$ cat config.mk
export PLATFORM = sky130hd
export DESIGN_NAME = bcd_result_engine
export DESIGN_NICKNAME = d
export VERILOG_FILES = /design/src/rtl/bcd_result_engine.sv
export SDC_FILE = /design/constraint.sdc
export NUM_CORES = 1
export LEC_CHECK = 0
export ABC_AREA = 0
export BUFFER_PORTS_ARGS = -buffer_cell sky130_fd_sc_hd__buf_4
export CAP_MARGIN = 20
export CORE_MARGIN = 5
export CORE_UTILIZATION = 40
export CTS_BUF_LIST = sky130_fd_sc_hd__clkbuf_2 sky130_fd_sc_hd__clkbuf_4 sky130_fd_sc_hd__clkbuf_8
export DETAILED_ROUTE_END_ITERATION = 6
export PLACE_DENSITY = 0.57
export SLEW_MARGIN = 20
export SYNTH_ARGS = -nofsm -noshare
export SYNTH_HDL_FRONTEND = slang
export SYNTH_SLANG_ARGS = --single-unit
$ cat constraint.sdc
create_clock -name clk -period 4.5 [get_ports clk]
set_input_delay 0.675 -clock clk [delete_from_list [all_inputs] [get_ports clk]]
set_output_delay 0.675 -clock clk [all_outputs]
set_load 0.005 [all_outputs]
$ cat src/rtl/bcd_result_engine.sv
// Digit-serial packed-BCD add/subtract engine returning magnitude and sign to the calculator controller.
// Optional saturating overflow flag on add is enabled by defining BCD_ENGINE_OVF_EN.
module bcd_result_engine #(
    parameter int          DIGITS  = 10,
    parameter logic [1:0]  RES_SEL = 2'b11,
    localparam int         W       = 4 * DIGITS
) (
    input  logic         clk,
    input  logic         reset,
    input  logic [1:0]   display_sel,
    input  logic         op,
    input  logic [W-1:0] S1,
    input  logic [W-1:0] S2,
    output logic [W-1:0] result,
    output logic         sign,
    output logic         busy,
    output logic         done
`ifdef BCD_ENGINE_OVF_EN
    ,
    output logic         overflow
`endif
);

    localparam int CW = (DIGITS > 1) ? $clog2(DIGITS) : 1;

    typedef enum logic [1:0] {IDLE, CALC, NEG, DONE} state_t;

    state_t         state_q, state_d;
    logic [CW-1:0]  cnt_q, cnt_d;
    logic           carry_q, carry_d;
    logic           neg_q, neg_d;
    logic           busy_q, busy_d;
    logic           done_q, done_d;
    logic [W-1:0]   result_q, result_d;
    logic           sign_q, sign_d;
    logic [1:0]     prev_sel_q, prev_sel_d;
    logic [W-1:0]   a_q, a_d;
    logic [W-1:0]   b_q, b_d;
    logic [W-1:0]   shadow_q, shadow_d;
    logic           op_q, op_d;
`ifdef BCD_ENGINE_OVF_EN
    logic           ovf_q, ovf_d;
    logic           overflow_q, overflow_d;
`endif

    logic [3:0]     step_x, step_y;
    logic [4:0]     step;
    logic           last;
    logic           start;

    function automatic logic [W-1:0] clamp_digits(input logic [W-1:0] v);
        logic [W-1:0] r;
        r = v;
        for (int i = 0; i < DIGITS; i++) begin
            if (v[4*i +: 4] > 4'd9) r[4*i +: 4] = 4'd9;
        end
        return r;
    endfunction

    // Returns {carry_out, digit}.
    function automatic logic [4:0] bcd_digit(input logic [3:0] x, input logic [3:0] y,
                                             input logic cin);
        logic [4:0] s;
        s = {1'b0, x} + {1'b0, y} + {4'd0, cin};
        if (s > 5'd9) return {1'b1, 4'(s - 5'd10)};
        return {1'b0, s[3:0]};
    endfunction

`ifdef BCD_ENGINE_OVF_EN
    function automatic logic [W-1:0] saturate(input logic [W-1:0] v, input logic ovf);
        logic [W-1:0] r;
        r = v;
        if (ovf) begin
            for (int i = 0; i < DIGITS; i++) r[4*i +: 4] = 4'd9;
        end
        return r;
    endfunction
`endif

    assign start = (display_sel == RES_SEL) && (prev_sel_q != RES_SEL);

    always_comb begin
        state_d    = state_q;
        cnt_d      = cnt_q;
        carry_d    = carry_q;
        neg_d      = neg_q;
        busy_d     = busy_q;
        done_d     = 1'b0;
        result_d   = result_q;
        sign_d     = sign_q;
        prev_sel_d = display_sel;
        a_d        = a_q;
        b_d        = b_q;
        shadow_d   = shadow_q;
        op_d       = op_q;
`ifdef BCD_ENGINE_OVF_EN
        ovf_d      = ovf_q;
        overflow_d = overflow_q;
`endif

        // NEG reuses the adder as 0 + (9 - s) + c to negate the shadow in place.
        step_x = (state_q == NEG) ? 4'd0 : a_q[3:0];
        if (state_q == NEG)  step_y = 4'd9 - shadow_q[3:0];
        else if (op_q)       step_y = 4'd9 - b_q[3:0];
        else                 step_y = b_q[3:0];
        step = bcd_digit(step_x, step_y, carry_q);
        last = (cnt_q == CW'(DIGITS - 1));

        unique case (state_q)
            IDLE: begin
                if (start) begin
                    a_d     = clamp_digits(S1);
                    b_d     = clamp_digits(S2);
                    op_d    = op;
                    carry_d = op;
                    cnt_d   = '0;
                    neg_d   = 1'b0;
                    busy_d  = 1'b1;
`ifdef BCD_ENGINE_OVF_EN
                    ovf_d   = 1'b0;
`endif
                    state_d = CALC;
                end
            end
            CALC: begin
                shadow_d = {step[3:0], shadow_q[W-1:4]};
                a_d      = a_q >> 4;
                b_d      = b_q >> 4;
                carry_d  = step[4];
                cnt_d    = cnt_q + 1'b1;
                if (last) begin
                    cnt_d = '0;
                    if (op_q && !step[4]) begin
                        carry_d = 1'b1;
                        neg_d   = 1'b1;
                        state_d = NEG;
                    end else begin
                        state_d = DONE;
                    end
`ifdef BCD_ENGINE_OVF_EN
                    ovf_d = !op_q && step[4];
`endif
                end
            end
            NEG: begin
                shadow_d = {step[3:0], shadow_q[W-1:4]};
                carry_d  = step[4];
                cnt_d    = cnt_q + 1'b1;
                if (last) begin
                    cnt_d   = '0;
                    state_d = DONE;
                end
            end
            DONE: begin
`ifdef BCD_ENGINE_OVF_EN
                result_d   = saturate(shadow_q, ovf_q);
                overflow_d = ovf_q;
`else
                result_d   = shadow_q;
`endif
                sign_d  = neg_q;
                done_d  = 1'b1;
                busy_d  = 1'b0;
                state_d = IDLE;
            end
            default: state_d = IDLE;
        endcase
    end

    always_ff @(posedge clk or posedge reset) begin
        if (reset) begin
            state_q    <= IDLE;
            cnt_q      <= '0;
            carry_q    <= 1'b0;
            neg_q      <= 1'b0;
            busy_q     <= 1'b0;
            done_q     <= 1'b0;
            result_q   <= '0;
            sign_q     <= 1'b0;
            prev_sel_q <= 2'b00;
`ifdef BCD_ENGINE_OVF_EN
            ovf_q      <= 1'b0;
            overflow_q <= 1'b0;
`endif
        end else begin
            state_q    <= state_d;
            cnt_q      <= cnt_d;
            carry_q    <= carry_d;
            neg_q      <= neg_d;
            busy_q     <= busy_d;
            done_q     <= done_d;
            result_q   <= result_d;
            sign_q     <= sign_d;
            prev_sel_q <= prev_sel_d;
`ifdef BCD_ENGINE_OVF_EN
            ovf_q      <= ovf_d;
            overflow_q <= overflow_d;
`endif
        end
    end

    // Operand and working registers are fully rewritten before use, so they carry no reset.
    always_ff @(posedge clk) begin
        a_q      <= a_d;
        b_q      <= b_d;
        shadow_q <= shadow_d;
        op_q     <= op_d;
    end

    assign result = result_q;
    assign sign   = sign_q;
    assign busy   = busy_q;
    assign done   = done_q;
`ifdef BCD_ENGINE_OVF_EN
    assign overflow = overflow_q;
`endif

endmodule

==> results.yml <==
placed_design:
  dpl_cell_area_sq_um: 8580
  detailedPlacementHpwl_mm: 10.2
  port_buffers: 127
  place_congestion: 0.828
  dp.cells: 849
worst_setup_path:
  r2r_end: "shadow_q[37]"
  critical_path_most_common_cell: "sky130_fd_sc_hd__inv_1"
  critical_path.max_stage_delay_ns: 0.47
  path_max_fanout: 14
  crit_required_ns: 4.77
  r2r-start: "state_q[0]"
  worst-path-buf-inv: 3
  critPathArrivalTime_ns: 3.87
  critical_path.cell_chain: "inv_1 > ha_1 > o21ai_0 > fa_1 > inv_1 > fa_1 > inv_1 > ha_1 > nor2b_1 > o22ai_1 > or3_4 > a31oi_1"
  crit_path_top_delay_cell: "sky130_fd_sc_hd__dfrtp_1"
  worst-r2r-setup-slack_ns: 0.90
  worst_setup_path_end_kind: "register"
  critPathKind: "reg -> reg"
  rr_worst_depth: 12
  startpoint_type: "register"
  cp_top_family: "adder cells"
yosys:
  synth_area_sq_um: 7370
  postSynth.asyncResetShare_pct: 30.5
  synth_ff_type: "sky130_fd_sc_hd__edfxtp_1"
  fraction_of_the_yosys_area_taken_by_sequential_cells_pct: 67.3
  synthesis.nets: 610
  synth_area_leaders: "sky130_fd_sc_hd__edfxtp_1, sky130_fd_sc_hd__dfrtp_1, sky130_fd_sc_hd__mux2_2"
  synth.ff_latch_count: 174
  synth_edf_count: 121
  post-synth-top-area-cell: "sky130_fd_sc_hd__edfxtp_1"
  netlist-cell-type-count: 47
  postSynthCellCount: 509
  post-synth-top-area-fraction_pct: 49.3
  yosysWarningCount: 0
  synth.avg_cell_area_sq_um: 14.5
timing:
  slew_headroom_pct: 33.1
  layout_worst_path_cycle_share_pct: 80.0
  fin_hold_ws_ns: 0.386
  final-max-slew-violation-count: 0
  finalClockSkew_ns: 0.0162
  fmax_mhz: 278
  worst_slew_pin_slew_ns: 1.00
  final_period_minus_worst_setup_slack_ns: 3.60
  final-hold-violation-count: 0
  setup_tns_ns: 0
  timing.final.setup_violations: 0
  rsz_0062_raised_after_global_routing: "false"
routing:
  drt-total-wl_mm: 14.9
  routedWlPerCell_microns: 16.9
  drt_iter0_drc: 254
  antenna_violating_nets_post_route: 0
  route.vias.total: 4504
  vias_per_cell: 5.11
  drcViolationCount: 0
  dr.pass1.iters: 4
floorplan:
  floorplan.initialDensity_pct: 40.9
  fp.dieArea_sq_um: 21200
  top_level_ports: 128
  core_region_sq_um: 18000
  rows: 49
  die_height_microns: 146
  die_width_microns: 146
pwr:
  power_density_nw_per_um2: 823
  power.static_leakage_nw: 3.57
  irDropWorstVdd_mv: 0.392
status:
  outcome: "finished clean"
min_path:
  min_delay_path_depth: 1
  timing.hold.worst.class: "in -> reg"
  worst_hold_path.endpoint: "prev_sel_q[1]"
  holdCritStartpoint: "display_sel[1]"
global_route:
  grt_pass1_vias: 4743
  grt_first_pass_wirelength_mm: 24.2
  grt_start_max_net_pins: 81
  antenna_found_initial: 0
  groute.usage.overall_pct: 14.0
  overflow: 0
cts:
  clock_sink_count: 174
  clk-insertion-delay-late_ns: 0.45
  cts_clk_pin_slew_worst_paths_ns: 0.08
  h_tree_levels: 4
  cts_hold_buffers: 0
  tritoncts.num_buffers: 17
  cts_post_setup_buffers_inserted: 0
  cts-root-buf: "sky130_fd_sc_hd__clkbuf_8"
  clock_path_buffers: 2
  tritoncts: "done"
  ctsResizeCount: 0
finish:
  num_antenna_cells: 0
  finish.cell_count_without_fillers: 881
  flow.area_growth_from_synthesis_pct: 21.9
  share_of_final_layout_standard_cells_stronger_than_drive_strength_1_pct: 36.0
  layout.nets: 740
  final_area_sq_um: 8980
job:
  drv.max_cap_violation_count: 0
-- how the worst max path moves through the flow --
stage	from	to	slack (ns)	cells past startpoint
5_1_grt	state_q[0]	shadow_q[39]	0.57	12
4_1_cts	state_q[0]	shadow_q[39]	0.97	12
6_report	state_q[0]	shadow_q[37]	0.90	12
2_1_floorplan	state_q[1]	a_q[0]	1.10	5
3_5_place_dp	state_q[0]	shadow_q[39]	0.99	12
3_3_place_gp	state_q[0]	shadow_q[39]	1.17	12
-- per-layer routing --
metal	share of wire [%]	track usage [%]	up-vias
li1	-	-	2161
met1	45	18.1	2207
met2	47	22.1	126
met3	7.9	5.98	10
met4	0.90	3.31	0
met5	0	0	-
-- metrics by stage --
step | power (mW) | utilization, % | setup slack (ns)
floorplan | 5.32 | - | 1.10
global placement | 6.20 | 47.6 | 1.17
detailed placement | 6.36 | 47.6 | 0.994
CTS | 7.46 | 49.8 | 0.972
global route | 7.92 | 49.8 | 0.573
finish | 7.39 | 49.8 | 0.898
-- cell usage after synthesis, types with 2 or more instances --
cell type / count
sky130_fd_sc_hd__a21oi_1: 23
sky130_fd_sc_hd__o31ai_1: 3
sky130_fd_sc_hd__nand3_1: 3
sky130_fd_sc_hd__nor2_1: 41
sky130_fd_sc_hd__edfxtp_1: 121
sky130_fd_sc_hd__nor2b_1: 27
sky130_fd_sc_hd__ha_1: 14
sky130_fd_sc_hd__o21ai_0: 30
sky130_fd_sc_hd__a21o_1: 2
sky130_fd_sc_hd__or2_2: 2
sky130_fd_sc_hd__nand3b_1: 2
sky130_fd_sc_hd__buf_2: 2
sky130_fd_sc_hd__dfrtp_1: 53
sky130_fd_sc_hd__clkbuf_1: 17
sky130_fd_sc_hd__a22o_1: 36
sky130_fd_sc_hd__mux2i_1: 3
sky130_fd_sc_hd__xor2_1: 3
sky130_fd_sc_hd__nor3b_1: 4
sky130_fd_sc_hd__a211oi_1: 2
sky130_fd_sc_hd__inv_1: 19
sky130_fd_sc_hd__nand2b_1: 3
sky130_fd_sc_hd__a31oi_1: 3
sky130_fd_sc_hd__nand2_1: 12
sky130_fd_sc_hd__fa_1: 2
sky130_fd_sc_hd__mux2_2: 60
-- final cells by class --
type	count	area, sq um
Clock buffer	22	290
Sequential cell	174	4960
Multi-Input combinational cell	297	2300
Tap cell	229	287
Timing Repair Buffer	130	976
Inverter	19	71.3
Clock inverter	10	103
Fill cell	1590	9040
-- registers in the layout, indices dropped and copies added (netlist names), 2 cells and up --
register,cells
cnt_q,4
shadow_q,40
state_q,2
a_q,40
prev_sel_q,2
result,40
b_q,40
-- cell usage in the layout, fill, tap and decap left out, types with 2 or more instances in the layout --
cell,n
sky130_fd_sc_hd__a22o_1,36
sky130_fd_sc_hd__nand2_1,12
sky130_fd_sc_hd__nand3_1,3
sky130_fd_sc_hd__edfxtp_1,121
sky130_fd_sc_hd__ha_1,11
sky130_fd_sc_hd__mux2_2,60
sky130_fd_sc_hd__clkbuf_8,20
sky130_fd_sc_hd__xor2_1,3
sky130_fd_sc_hd__o31ai_1,3
sky130_fd_sc_hd__o21ai_0,30
sky130_fd_sc_hd__dfrtp_1,53
sky130_fd_sc_hd__nand2b_1,3
sky130_fd_sc_hd__nand3b_1,2
sky130_fd_sc_hd__nor3b_1,4
sky130_fd_sc_hd__fa_1,2
sky130_fd_sc_hd__a211oi_1,2
sky130_fd_sc_hd__ha_4,2
sky130_fd_sc_hd__nor2b_1,27
sky130_fd_sc_hd__a31oi_1,3
sky130_fd_sc_hd__clkbuf_4,2
sky130_fd_sc_hd__inv_6,3
sky130_fd_sc_hd__buf_4,130
sky130_fd_sc_hd__or2_2,2
sky130_fd_sc_hd__mux2i_1,3
sky130_fd_sc_hd__clkinv_4,4
sky130_fd_sc_hd__a21oi_1,23
sky130_fd_sc_hd__nor2_1,41
sky130_fd_sc_hd__inv_1,18
-- report_power, final --
group | internal, mW | switching [mW] | leakage (nW)
registers | 2.87 | 0.358 | 1.79
clock network | 0.504 | 0.580 | 0.206
logic | 1.45 | 1.64 | 1.57
-- worst register-to-register path: stages (launching register included) --
cell and delay [ns]:
sky130_fd_sc_hd__dfrtp_1 0.47, sky130_fd_sc_hd__inv_1 0.16, sky130_fd_sc_hd__ha_1 0.42, sky130_fd_sc_hd__o21ai_0 0.20, sky130_fd_sc_hd__fa_1 0.41, sky130_fd_sc_hd__inv_1 0.09, sky130_fd_sc_hd__fa_1 0.46, sky130_fd_sc_hd__inv_1 0.15
sky130_fd_sc_hd__ha_1 0.16, sky130_fd_sc_hd__nor2b_1 0.20, sky130_fd_sc_hd__o22ai_1 0.14, sky130_fd_sc_hd__or3_4 0.38, sky130_fd_sc_hd__a31oi_1 0.20
-- kinds of logic after synthesis --
family	share of synthesized area [%]
buffers and inverters	1.97
and+or+nand+nor	7.03
DFF	67.3
muxes	9.58
xor gates and xnor gates	0.578
adders and majority gates	2.92
AOI/OAI and AO/OA	10.6
Note: power is estimated with default switching activity, not from simulation.
